`config.mk`:
```
export PLATFORM = sky130hd
export DESIGN_NAME = ptwalker
export DESIGN_NICKNAME = d
export VERILOG_FILES = /design/src/rtl/ptwalker_pkg.sv /design/src/rtl/ptwalker_ptecheck.sv /design/src/rtl/ptwalker.sv
export SDC_FILE = /design/constraint.sdc
export NUM_CORES = 1
export LEC_CHECK = 0
export CORE_AREA = 2 2 146 148
export CTS_BUF_LIST = sky130_fd_sc_hd__clkbuf_4 sky130_fd_sc_hd__clkbuf_8 sky130_fd_sc_hd__clkbuf_16
export DETAILED_ROUTE_END_ITERATION = 8
export DIE_AREA = 0 0 148 150
export GPL_TIMING_DRIVEN = 0
export PLACE_DENSITY = 0.76
export SLEW_MARGIN = 5
export SYNTH_ARGS = -nofsm -noshare
export SYNTH_HDL_FRONTEND = slang
export SYNTH_SLANG_ARGS = --single-unit
```
`constraint.sdc`:
```
create_clock -name clk -period 2.9 [get_ports clk]
set_input_delay 0.29 -clock clk [delete_from_list [all_inputs] [get_ports clk]]
set_output_delay 0.29 -clock clk [all_outputs]
set_load 0.005 [all_outputs]
```
`src/rtl/ptwalker_pkg.sv`:
```
// Shared walker types: FSM states, PTE bit positions, SATP modes, level helpers.
// Purely declarative, no timing; the UPDATE state exists only when PTWALKER_ADUPDATE_EN is defined.
package ptwalker_pkg;

    typedef enum logic [2:0] {
        S_IDLE,
        S_READ,
`ifdef PTWALKER_ADUPDATE_EN
        S_UPDATE,
`endif
        S_LEAF,
        S_FAULT
    } state_t;

    localparam int PTE_V       = 0;
    localparam int PTE_R       = 1;
    localparam int PTE_W       = 2;
    localparam int PTE_X       = 3;
    localparam int PTE_U       = 4;
    localparam int PTE_G       = 5;
    localparam int PTE_A       = 6;
    localparam int PTE_D       = 7;
    localparam int PTE_PPN_LSB = 10;

    localparam logic [3:0] MODE_SV32 = 4'd1;
    localparam logic [3:0] MODE_SV39 = 4'd8;
    localparam logic [3:0] MODE_SV48 = 4'd9;

    function automatic int vpn_seg(input int xlen);
        return (xlen == 32) ? 10 : 9;
    endfunction

    function automatic logic [1:0] top_level(input logic [3:0] mode);
        if (mode == MODE_SV48)
            return 2'd3;
        else if (mode == MODE_SV39)
            return 2'd2;
        else
            return 2'd1;
    endfunction

endpackage

```
`src/rtl/ptwalker_ptecheck.sv`:
```
// Combinational PTE classifier: malformed entry, leaf, bad pointer flags, misaligned superpage.
// Zero latency, no handshake.
module ptwalker_ptecheck
    import ptwalker_pkg::*;
#(
    parameter int XLEN     = 64,
    parameter int PPN_BITS = 44
) (
    input  logic [XLEN-1:0] pte,
    input  logic [1:0]      level,
    output logic            pte_bad,
    output logic            pte_leaf,
    output logic            ptr_bad,
    output logic            misaligned
);

    localparam int SEG = vpn_seg(XLEN);
    localparam int CHK = (XLEN == 32) ? SEG : 3 * SEG;

    logic [PPN_BITS-1:0] ppn;
    logic                rsvd;
    logic                unused_bits;

    assign ppn         = pte[PTE_PPN_LSB +: PPN_BITS];
    assign unused_bits = ^{pte[9:8], pte[PTE_G]};

    // Bits above the PPN field must be zero on RV64.
    if (XLEN > PTE_PPN_LSB + PPN_BITS) begin : g_rsvd
        assign rsvd = |pte[XLEN-1:PTE_PPN_LSB+PPN_BITS];
    end else begin : g_norsvd
        assign rsvd = 1'b0;
    end

    assign pte_bad  = !pte[PTE_V] || (!pte[PTE_R] && pte[PTE_W]) || rsvd;
    assign pte_leaf = pte[PTE_R] || pte[PTE_X];
    assign ptr_bad  = pte[PTE_D] || pte[PTE_A] || pte[PTE_U];

    always_comb begin
        misaligned = 1'b0;
        for (int i = 0; i < CHK; i++) begin
            if (i < int'(level) * SEG && ppn[i])
                misaligned = 1'b1;
        end
    end

endmodule

```
`src/rtl/ptwalker.sv`:
```
// Page-table walker: first MemReq the cycle after TLBMiss accept, TLBWrite/fault the cycle after the last MemAck.
// Single outstanding request held until MemAck, even across TLBFlush; PTWALKER_ADUPDATE_EN adds the A/D write-back.
module ptwalker
    import ptwalker_pkg::*;
#(
    parameter int XLEN        = 64,
    parameter int PA_BITS     = 56,
    parameter int PPN_BITS    = 44,
    parameter int SVMODE_BITS = 4
) (
    input  logic                   clk,
    input  logic                   reset,
    input  logic [SVMODE_BITS-1:0] SATP_MODE,
    input  logic [PPN_BITS-1:0]    SATP_PPN,
    input  logic [XLEN-1:0]        VAdr,
    input  logic                   WriteAccess,
    input  logic                   TLBMiss,
    input  logic                   TLBFlush,
    output logic                   MemReq,
    output logic [PA_BITS-1:0]     MemAdr,
    output logic                   MemWrite,
    output logic [XLEN-1:0]        MemWriteData,
    input  logic                   MemAck,
    input  logic [XLEN-1:0]        MemReadData,
    input  logic                   MemAccessFault,
    output logic [XLEN-1:0]        PTE,
    output logic [1:0]             PageTypeWriteVal,
    output logic                   TLBWrite,
    output logic                   WalkerPageFault,
    output logic                   WalkerAccessFault,
    output logic                   WalkerBusy
);

    localparam int SEG       = vpn_seg(XLEN);
    localparam int PTE_SHIFT = (XLEN == 32) ? 2 : 3;

    state_t             state, state_d;
    logic [1:0]         level, level_d, start_lvl;
    logic [XLEN-1:0]    vadr_q, vadr_d, pte_q, pte_d;
    logic [PA_BITS-1:0] adr_q, adr_d;
    logic [1:0]         ptype_q, ptype_d;
    logic               facc_q, facc_d, abort_q, abort;
    logic               pte_bad, pte_leaf, ptr_bad, misaligned;
`ifdef PTWALKER_ADUPDATE_EN
    logic               wr_q, wr_d;
    logic [XLEN-1:0]    wdata_q, wdata_d;
`else
    logic               unused_write_access;
    assign unused_write_access = WriteAccess;
`endif

    function automatic logic [PA_BITS-1:0] pte_addr(input logic [PPN_BITS-1:0] ppn,
                                                    input logic [XLEN-1:0] va,
                                                    input logic [1:0] lvl);
        logic [SEG-1:0] vpn;
        vpn = SEG'(va >> (12 + SEG * int'(lvl)));
        return PA_BITS'({ppn, 12'b0}) + (PA_BITS'(vpn) << PTE_SHIFT);
    endfunction

    ptwalker_ptecheck #(.XLEN(XLEN), .PPN_BITS(PPN_BITS)) u_ptecheck (
        .pte        (MemReadData),
        .level      (level),
        .pte_bad    (pte_bad),
        .pte_leaf   (pte_leaf),
        .ptr_bad    (ptr_bad),
        .misaligned (misaligned)
    );

    assign start_lvl = top_level(4'(SATP_MODE));
    // A flush seen in the same cycle as a completion already counts as an abort.
    assign abort     = abort_q || TLBFlush;

    always_comb begin
        state_d = state;
        level_d = level;
        vadr_d  = vadr_q;
        pte_d   = pte_q;
        adr_d   = adr_q;
        ptype_d = ptype_q;
        facc_d  = facc_q;
`ifdef PTWALKER_ADUPDATE_EN
        wr_d    = wr_q;
        wdata_d = wdata_q;
`endif
        case (state)
            S_IDLE: begin
                if (TLBMiss && !TLBFlush) begin
                    vadr_d  = VAdr;
                    level_d = start_lvl;
                    adr_d   = pte_addr(SATP_PPN, VAdr, start_lvl);
                    state_d = S_READ;
`ifdef PTWALKER_ADUPDATE_EN
                    wr_d    = WriteAccess;
`endif
                end
            end
            S_READ: begin
                if (MemAck) begin
                    if (abort) begin
                        state_d = S_IDLE;
                    end else if (MemAccessFault) begin
                        facc_d  = 1'b1;
                        state_d = S_FAULT;
                    end else if (pte_bad || (pte_leaf && misaligned) ||
                                 (!pte_leaf && (level == 2'd0 || ptr_bad))) begin
                        facc_d  = 1'b0;
                        state_d = S_FAULT;
                    end else if (pte_leaf) begin
                        pte_d   = MemReadData;
                        ptype_d = level;
                        state_d = S_LEAF;
`ifdef PTWALKER_ADUPDATE_EN
                        if (!MemReadData[PTE_A] || (!MemReadData[PTE_D] && wr_q)) begin
                            wdata_d = MemReadData;
                            wdata_d[PTE_A] = 1'b1;
                            wdata_d[PTE_D] = MemReadData[PTE_D] || wr_q;
                            state_d = S_UPDATE;
                        end
`endif
                    end else begin
                        level_d = level - 2'd1;
                        adr_d   = pte_addr(MemReadData[PTE_PPN_LSB +: PPN_BITS], vadr_q, level - 2'd1);
                    end
                end
            end
`ifdef PTWALKER_ADUPDATE_EN
            S_UPDATE: begin
                if (MemAck) begin
                    if (abort) begin
                        state_d = S_IDLE;
                    end else if (MemAccessFault) begin
                        facc_d  = 1'b1;
                        state_d = S_FAULT;
                    end else begin
                        pte_d   = wdata_q;
                        state_d = S_LEAF;
                    end
                end
            end
`endif
            default: state_d = S_IDLE;
        endcase
    end

    always_ff @(posedge clk) begin
        if (reset) begin
            state   <= S_IDLE;
            level   <= '0;
            vadr_q  <= '0;
            pte_q   <= '0;
            adr_q   <= '0;
            ptype_q <= '0;
            facc_q  <= 1'b0;
            abort_q <= 1'b0;
`ifdef PTWALKER_ADUPDATE_EN
            wr_q    <= 1'b0;
            wdata_q <= '0;
`endif
        end else begin
            state   <= state_d;
            level   <= level_d;
            vadr_q  <= vadr_d;
            pte_q   <= pte_d;
            adr_q   <= adr_d;
            ptype_q <= ptype_d;
            facc_q  <= facc_d;
            abort_q <= (state_d != S_IDLE) && abort;
`ifdef PTWALKER_ADUPDATE_EN
            wr_q    <= wr_d;
            wdata_q <= wdata_d;
`endif
        end
    end

`ifdef PTWALKER_ADUPDATE_EN
    assign MemReq       = (state == S_READ) || (state == S_UPDATE);
    assign MemWrite     = (state == S_UPDATE);
    assign MemWriteData = wdata_q;
`else
    assign MemReq       = (state == S_READ);
    assign MemWrite     = 1'b0;
    assign MemWriteData = '0;
`endif
    assign MemAdr            = adr_q;
    assign PTE               = pte_q;
    assign PageTypeWriteVal  = ptype_q;
    assign TLBWrite          = (state == S_LEAF) && !abort;
    assign WalkerPageFault   = (state == S_FAULT) && !facc_q && !abort;
    assign WalkerAccessFault = (state == S_FAULT) && facc_q && !abort;
    assign WalkerBusy        = (state != S_IDLE);

endmodule

```
==> results of run 1 <==
final timing paths:
path	end	slack [ns]	depth (start not counted)
worst min-delay path	vadr_q[19]	0.42	3
worst min register to register	vadr_q[26]	0.46	2
worst max-delay path	PTE[24]	0.09	8
worst max register to register	MemAdr[51]	0.09	8
layer usage:
layer,vias up,track usage (%)
li1,3653,-
met1,3447,27.58
met2,351,38.94
met3,25,6.402
met4,0,6.048
met5,-,0
cells by family (layout without fill, tap and decap cells):
kind of cell	after synthesis	count (layout)
AOI/OAI and AO/OA	241	241
adders and majority gates	4	4
buffers and inverters	147	461
DFF	162	162
muxes	19	19
other	1	72
and+or+nand+nor	288	288
flip-flops by register name, indices dropped and copies added (netlist names):
| register | flops |
|---|---|
| level | 2 |
| PageTypeWriteVal | 2 |
| MemAdr | 53 |
| facc_q | 1 |
| PTE | 64 |
| state | 3 |
| abort_q | 1 |
| vadr_q | 36 |
cell usage in the layout (no fill, tap or decap), types with 3 or more instances in the layout:
cell type / instances
sky130_fd_sc_hd__clkdlybuf4s50_1: 275
sky130_fd_sc_hd__dfxtp_1: 160
sky130_fd_sc_hd__a21oi_1: 108
sky130_fd_sc_hd__nor2_1: 97
sky130_fd_sc_hd__nand2_1: 96
sky130_fd_sc_hd__buf_4: 74
sky130_fd_sc_hd__conb_1: 69
sky130_fd_sc_hd__o21ai_0: 58
sky130_fd_sc_hd__nand3_1: 56
sky130_fd_sc_hd__clkbuf_1: 54
sky130_fd_sc_hd__o221a_1: 41
sky130_fd_sc_hd__clkbuf_16: 18
sky130_fd_sc_hd__and2_1: 10
sky130_fd_sc_hd__mux2i_1: 10
sky130_fd_sc_hd__o211ai_1: 10
sky130_fd_sc_hd__mux4_2: 9
sky130_fd_sc_hd__a311oi_1: 9
sky130_fd_sc_hd__inv_1: 7
sky130_fd_sc_hd__nor4_1: 7
sky130_fd_sc_hd__buf_2: 5
sky130_fd_sc_hd__buf_1: 4
sky130_fd_sc_hd__buf_8: 4
sky130_fd_sc_hd__bufinv_16: 4
sky130_fd_sc_hd__diode_2: 3
sky130_fd_sc_hd__nor3_1: 3
sky130_fd_sc_hd__o221a_2: 3
sky130_fd_sc_hd__ha_1: 3
sky130_fd_sc_hd__clkinvlp_4: 3
sky130_fd_sc_hd__clkinv_4: 3
area by class of cell:
| class | instances | area share [%] |
|---|---|---|
| multi-input combinational | 621 | 30.61 |
| timing repair buffer | 282 | 24.56 |
| clock inverter | 11 | 1.549 |
| inverter | 8 | 0.2617 |
| buffer | 139 | 7.568 |
| antenna | 3 | 0.06543 |
| sequential | 162 | 28.31 |
| clock buffer | 21 | 4.079 |
| tap | 275 | 2.999 |
metrics by stage:
stage	hold slack, ns	setup TNS [ns]	power [uW]	utilization [%]	cells
2_1_floorplan	0.4260	0	2754	-	930
3_3_place_gp	0.4385	-49.71	3202	51.60	1480
3_5_place_dp	0.4453	-51.70	3210	51.60	1480
4_1_cts	0.4035	0	5681	55.17	1515
5_1_grt	0.4153	-0.005011	5853	55.43	1520
6_report	0.4167	0	5655	55.45	1522
worst min-delay path, cell delays in order:
cell	delay, ns
sky130_fd_sc_hd__clkdlybuf4s50_1	0.40
sky130_fd_sc_hd__nand2_1	0.06
sky130_fd_sc_hd__a21oi_1	0.05
power by group:
part	total (uW)	switching, uW	leakage (uW)	internal, uW
registers	2330	39.3	0.00132	2290
clock network	2460	950	0.000307	1510
logic	861	405	0.00266	456
total	5660	1390	0.00428	4260
what timing repair did:
item                                    4_1_cts  5_1_grt
resized for setup                            11        5
endpoints found under the setup margin       95       79
pin swaps                                     2        2
buffers inserted                              3        4
==> reports/metrics.cfg, run 1 <==
[status]
status = finished clean

[power_and_ir_drop]
peakVddDrop_uv = 327.1
p_per_area_nw_per_um2 = 492.9
p_leak_uw = 0.004281

[routing]
routed-wl-met2_um = 12900
detail_route.wirelength.met1_um = 10610
drt_pass1_iterations = 5
drt_wl_total_um = 26280
dr.max_layer_used = met4
average_routed_wire_per_standard_cell_um = 17.26
antenna_violating_nets_post_route = 0
drc_errors = 0
post_drt_via_cell_ratio = 4.912
drt_first_iter_violations = 454
dr_wl_met3_um = 2393
via_count = 7476

[sta]
clock_skew_ns = 0.01356
final.min_clock_period_ns = 2.812
timing_worst_slew_pin_value_ns = 1.339
worst_slew_margin_rel_pct = 10.51
hold_viol_final = 0
fin_crit_sh_pct = 96.98
timing.final.max_slew_violations = 0
worst_slack_ns = 0.08759
fmax_mhz = 355.6
setup_viol_count_final = 0

[worst_hold_path]
hold_start = VAdr[19]
min-delay-path-class = in2reg

[synth]
top_cells_by_area_in_the_synthesized_netlist = sky130_fd_sc_hd__dfxtp_1, sky130_fd_sc_hd__a21oi_1, sky130_fd_sc_hd__buf_4, sky130_fd_sc_hd__o221a_1, sky130_fd_sc_hd__nor2_1
ys.flop_type = sky130_fd_sc_hd__dfxtp_1
combinational_family_with_the_most_area_after_synthesis = compound AO/OA/AOI/OAI gates
share_of_async_settable_or_async_resettable_flops_after_synthesis_pct = 0
yosys.area_share.xor_xnor_pct = 0
synthesis.area_um2 = 7313
netlist.top_cell.by_area = sky130_fd_sc_hd__dfxtp_1
synth_top_cell_area_share_pct = 44.35
ys_ff_latch = 162
yosys.area_share.simple_pct = 17.45
synth_warnings = 0
synth_top_cells_by_count = sky130_fd_sc_hd__dfxtp_1, sky130_fd_sc_hd__a21oi_1, sky130_fd_sc_hd__nor2_1, sky130_fd_sc_hd__nand2_1, sky130_fd_sc_hd__buf_4
synth_compound_area_share_pct = 21.49
synth_seq_area_share_pct = 44.35
synth_cells = 862
syn_avg_cell_area_um2 = 8.484
synth-edff-count = 0
synthAdderAreaFrac_pct = 0.6843
synthMuxAreaShare_pct = 4.140
yosys.cell_types.count = 45
synthMostInstantiatedCell = sky130_fd_sc_hd__dfxtp_1

[placement]
postPlaceCellArea_um2 = 10680
dpl.hpwl_um = 19860
port_buffer_count = 275
place.gp.congestion = 0.8622
post-place-ws_ns = -0.5808

[global_routing]
maximum_number_of_pins_on_one_net_before_global_route_repair = 17
grt_antenna_before_repair = 3
first_global_vias = 7026
global_route.usage.total_pct = 22.55
grt_first_pass_wirelength_um = 38780
gr-total-overflow = 0

[setup_path]
timing.critical_path.slowest_stage_cell = sky130_fd_sc_hd__nor4_1
timing.critical_path.from = MemReadData[59]
worst-path-max-fanout = 10
crit_path_start_kind = input pin
cp_num_buf_inv = 3
cp_data_required_time_ns = 3.24
critPathTopFamily = buffers and inverters
timing_worst_setup_path_type = in2reg
critical_path.max_stage_delay_ns = 0.57
capturing_element_type_of_the_critical_path = flip-flop
path_cells = clkdlybuf4s50_1 > nor4_1 > o2111ai_2 > nor3_1 > clkbuf_2 > buf_1 > nand3_1 > a21oi_1
worstPathArrival_ns = 3.15
r2r-start = level[1]

[floorplan]
dieArea_um2 = 22200
floorplan.rows = 53
design.core.area_um2 = 20690
die-width_um = 148
die_height_um = 150
top_level_ports = 375
initial_utilization_pct = 35.35

[clock_network]
clock_tree.buffer_depth = 2
htree_num_levels = 4
clockRootBuffer = sky130_fd_sc_hd__clkbuf_16
clock_insertion_delay_worst_skew_ns = 0.42
numClockSinks = 162
cts_hold_buf = 0
cts.reportedPaths.clkPinSlew_ns = 0.06
tritoncts = built
tritoncts_buffer_count = 17

[job]
maxCapViolCount = 0

[cells_and_area]
synthesis_to_layout_area_growth_pct = 56.89
fillers = 1913
layout-drive-gt1-share_pct = 11.82
final_net_count = 1418
sequential_cell_area_um2 = 3248
multi_input_gate_area_um2 = 3512
fin_area_um2 = 11470

Note: power is estimated with default switching activity, not from simulation.
==> run 2, diff against run 1 <==
--- a/config.mk
+++ b/config.mk
@@ -5,11 +5,12 @@
 export SDC_FILE = /design/constraint.sdc
 export NUM_CORES = 1
 export LEC_CHECK = 0
-export CORE_AREA = 2 2 146 148
+export CORE_AREA = 10 10 154 156
 export CTS_BUF_LIST = sky130_fd_sc_hd__clkbuf_4 sky130_fd_sc_hd__clkbuf_8 sky130_fd_sc_hd__clkbuf_16
 export DETAILED_ROUTE_END_ITERATION = 8
-export DIE_AREA = 0 0 148 150
+export DIE_AREA = 0 0 164 166
 export GPL_TIMING_DRIVEN = 0
+export MAX_ROUTING_LAYER = met4
 export PLACE_DENSITY = 0.76
 export SLEW_MARGIN = 5
 export SYNTH_ARGS = -nofsm -noshare
==> run 2 against run 1 <==
  * Register-to-register slack barely moved
  * Combinational power rose by 2%
  * Clock-buffer cell count fell by 3
  * Sequential share of layout area rose by 0.087 points
  * Largest power group is now registers
==> reports/metrics.cfg, run 2 (synthesis results as in run 1) <==
[setup_path]
timing.critical_path.slowest_stage_cell = sky130_fd_sc_hd__or4b_4
crit_path_start_kind = flip-flop
critical_path.max_stage_delay_ns = 0.52
cp_data_required_time_ns = 3.20
timing.critical_path.from = level[0]
rrSetupSlack_ns = 0.1
critical_path_depth = 9
cp_num_buf_inv = 4
worstReg2RegEnd = MemAdr[51]
path_cells = clkbuf_16 > inv_1 > ha_4 > or4_4 > or4b_4 > or4_4 > buf_8 > buf_8 > o221a_1
capturing_element_type_of_the_critical_path = flip-flop
endpoint = MemAdr[51]
r2r-start = level[0]
reg2reg_depth = 9
critPathTopFamily = simple AND/OR/NAND/NOR gates
worstPathArrival_ns = 3.10
worst-path-max-fanout = 10
timing_worst_setup_path_type = reg2reg

[cells_and_area]
final_net_count = 1418
fillers = 1951
layoutNonFillerInstCount = 1519
layout.cells.most_common = sky130_fd_sc_hd__clkdlybuf4s50_1
flip_flop_count_of_the_largest_register_after_layout = 64
mostFrequentLayoutCells = sky130_fd_sc_hd__clkdlybuf4s50_1, sky130_fd_sc_hd__dfxtp_1, sky130_fd_sc_hd__a21oi_1, sky130_fd_sc_hd__nor2_1, sky130_fd_sc_hd__nand2_1
finalCoreUtilization_pct = 55.29
layout-drive-gt1-share_pct = 11.67
synthesis_to_layout_area_growth_pct = 56.41

[clock_network]
clock_tree.buffer_depth = 2
clock_insertion_delay_worst_skew_ns = 0.42
numClockSinks = 162
tritoncts = built
htree_num_levels = 4
cts.reportedPaths.clkPinSlew_ns = 0.07
tritoncts_buffer_count = 17
clockRootBuffer = sky130_fd_sc_hd__clkbuf_16
cts_hold_buf = 0

[power_and_ir_drop]
power_switching_uw = 1397
p_per_area_nw_per_um2 = 482.6
p_int_uw = 4123
swShare_pct = 25.30
combinationalPowerShare_pct = 15.8
power.clock.fraction_pct = 42.0
totalPowerFinal_uw = 5520
power_frac_seq_pct = 42.2
peakVddDrop_uv = 356.7
p_leak_uw = 0.004275

[job]
maxCapViolCount = 0

[placement]
dp.cells = 1480
dpl.hpwl_um = 22450
place.gp.congestion = 0.8640
port_buffer_count = 275

[sta]
timing.setup.tns_ns = 0
worst_slew_margin_rel_pct = 43.26
fin_crit_sh_pct = 96.57
grt_setup_unrepaired = false
timing.hold.ws_ns = 0.4284
hold_viol_final = 0
fmax_mhz = 357.1
setup_viol_count_final = 0
timing_worst_slew_pin_value_ns = 0.8474
final.min_clock_period_ns = 2.801
timing.final.max_slew_violations = 0
clock_skew_ns = 0.01405

[global_routing]
grt_first_pass_wirelength_um = 43530
use_met2_pct = 35.37
gr-total-overflow = 0
global_route.usage.met3_pct = 4.834
maximum_number_of_pins_on_one_net_before_global_route_repair = 17
grt_antenna_before_repair = 1
first_global_vias = 7476
global_route.usage.total_pct = 20.84
met1_usage_pct = 24.88
grt_most_used_layer = met2

[floorplan]
floorplan.rows = 53
die-width_um = 164
initial_utilization_pct = 35.35
die_height_um = 166
dieArea_um2 = 27220
design.core.area_um2 = 20690
top_level_ports = 375

[status]
status = finished clean

[routing]
drt_pass1_iterations = 5
average_routed_wire_per_standard_cell_um = 19.08
drt_first_iter_violations = 512
drt_wl_total_um = 28990
antenna_violating_nets_post_route = 0
drc_errors = 0
post_drt_via_cell_ratio = 4.928
via_count = 7486

[worst_hold_path]
min-delay-path-class = in2reg

## run 2: cell types whose count changed in the layout (fill, tap and decap cells not counted), moves of 2 or more
| cell | delta |
|---|---|
| sky130_fd_sc_hd__clkinvlp_4 | -2 |
| sky130_fd_sc_hd__buf_4 | +2 |
| sky130_fd_sc_hd__clkbuf_4 | -2 |
| sky130_fd_sc_hd__clkinv_2 | +4 |
| sky130_fd_sc_hd__buf_2 | -3 |
| sky130_fd_sc_hd__diode_2 | -2 |
## run 2: worst register-to-register path, stage by stage (launching register included)
cell and delay [ns]:
sky130_fd_sc_hd__dfxtp_4 0.36, sky130_fd_sc_hd__clkbuf_16 0.12, sky130_fd_sc_hd__inv_1 0.07, sky130_fd_sc_hd__ha_4 0.19, sky130_fd_sc_hd__or4_4 0.44, sky130_fd_sc_hd__or4b_4 0.52, sky130_fd_sc_hd__or4_4 0.44, sky130_fd_sc_hd__buf_8 0.17
sky130_fd_sc_hd__buf_8 0.15, sky130_fd_sc_hd__o221a_1 0.23
## run 2: power by group through the flow
stage | Combinational [uW] | Clock, uW | Sequential (uW)
after floorplan | 379 | 0 | 2370
after global placement | 832 | 0 | 2380
after detailed placement | 837 | 0 | 2380
after CTS | 859 | 2350 | 2330
after global routing | 944 | 2450 | 2330
final | 875 | 2320 | 2330
## run 2: routing by layer
metal / wire length (um) / vias up
met3: 2230 / 8
met5: 0 / -
met2: 14600 / 311
li1: - / 3648
met1: 12050 / 3519
met4: 108 / 0
## run 2: worst min path at each step
stage,slack (ns),startpoint,endpoint,cells past startpoint
3_5_place_dp,0.44,PTE[62],PTE[62],1
4_1_cts,0.41,VAdr[18],vadr_q[18],3
6_report,0.43,VAdr[18],vadr_q[18],3
2_1_floorplan,0.43,VAdr[12],vadr_q[12],2
5_1_grt,0.42,VAdr[20],vadr_q[20],3
3_3_place_gp,0.44,vadr_q[30],vadr_q[30],2
## run 2: layout make-up
type	instances	area, um2	share of cell area [%]
clock buffer	18	439.2	3.839
buffer	139	870.8	7.613
antenna	1	2.502	0.02188
timing repair buffer	282	2830	24.74
clock inverter	13	161.4	1.411
inverter	8	30.03	0.2625
tap	275	344.1	3.008
sequential	162	3248	28.40
multi-input combinational	621	3512	30.70
## run 2: stage by stage
step / area, um2 / worst slack [ns]
6_report: 11440 / 0.09940
5_1_grt: 11440 / 0.02023
4_1_cts: 11400 / 0.01880
3_5_place_dp: 10680 / -0.6053
3_3_place_gp: 10680 / -0.6023
2_1_floorplan: 7580 / 0.06130
## run 2: timing repair
item	in CTS	in global routing
gates cloned	0	0
setup buffers	5	2
setup endpoints to repair	92	71
pin swaps	3	0
resized for setup	12	6
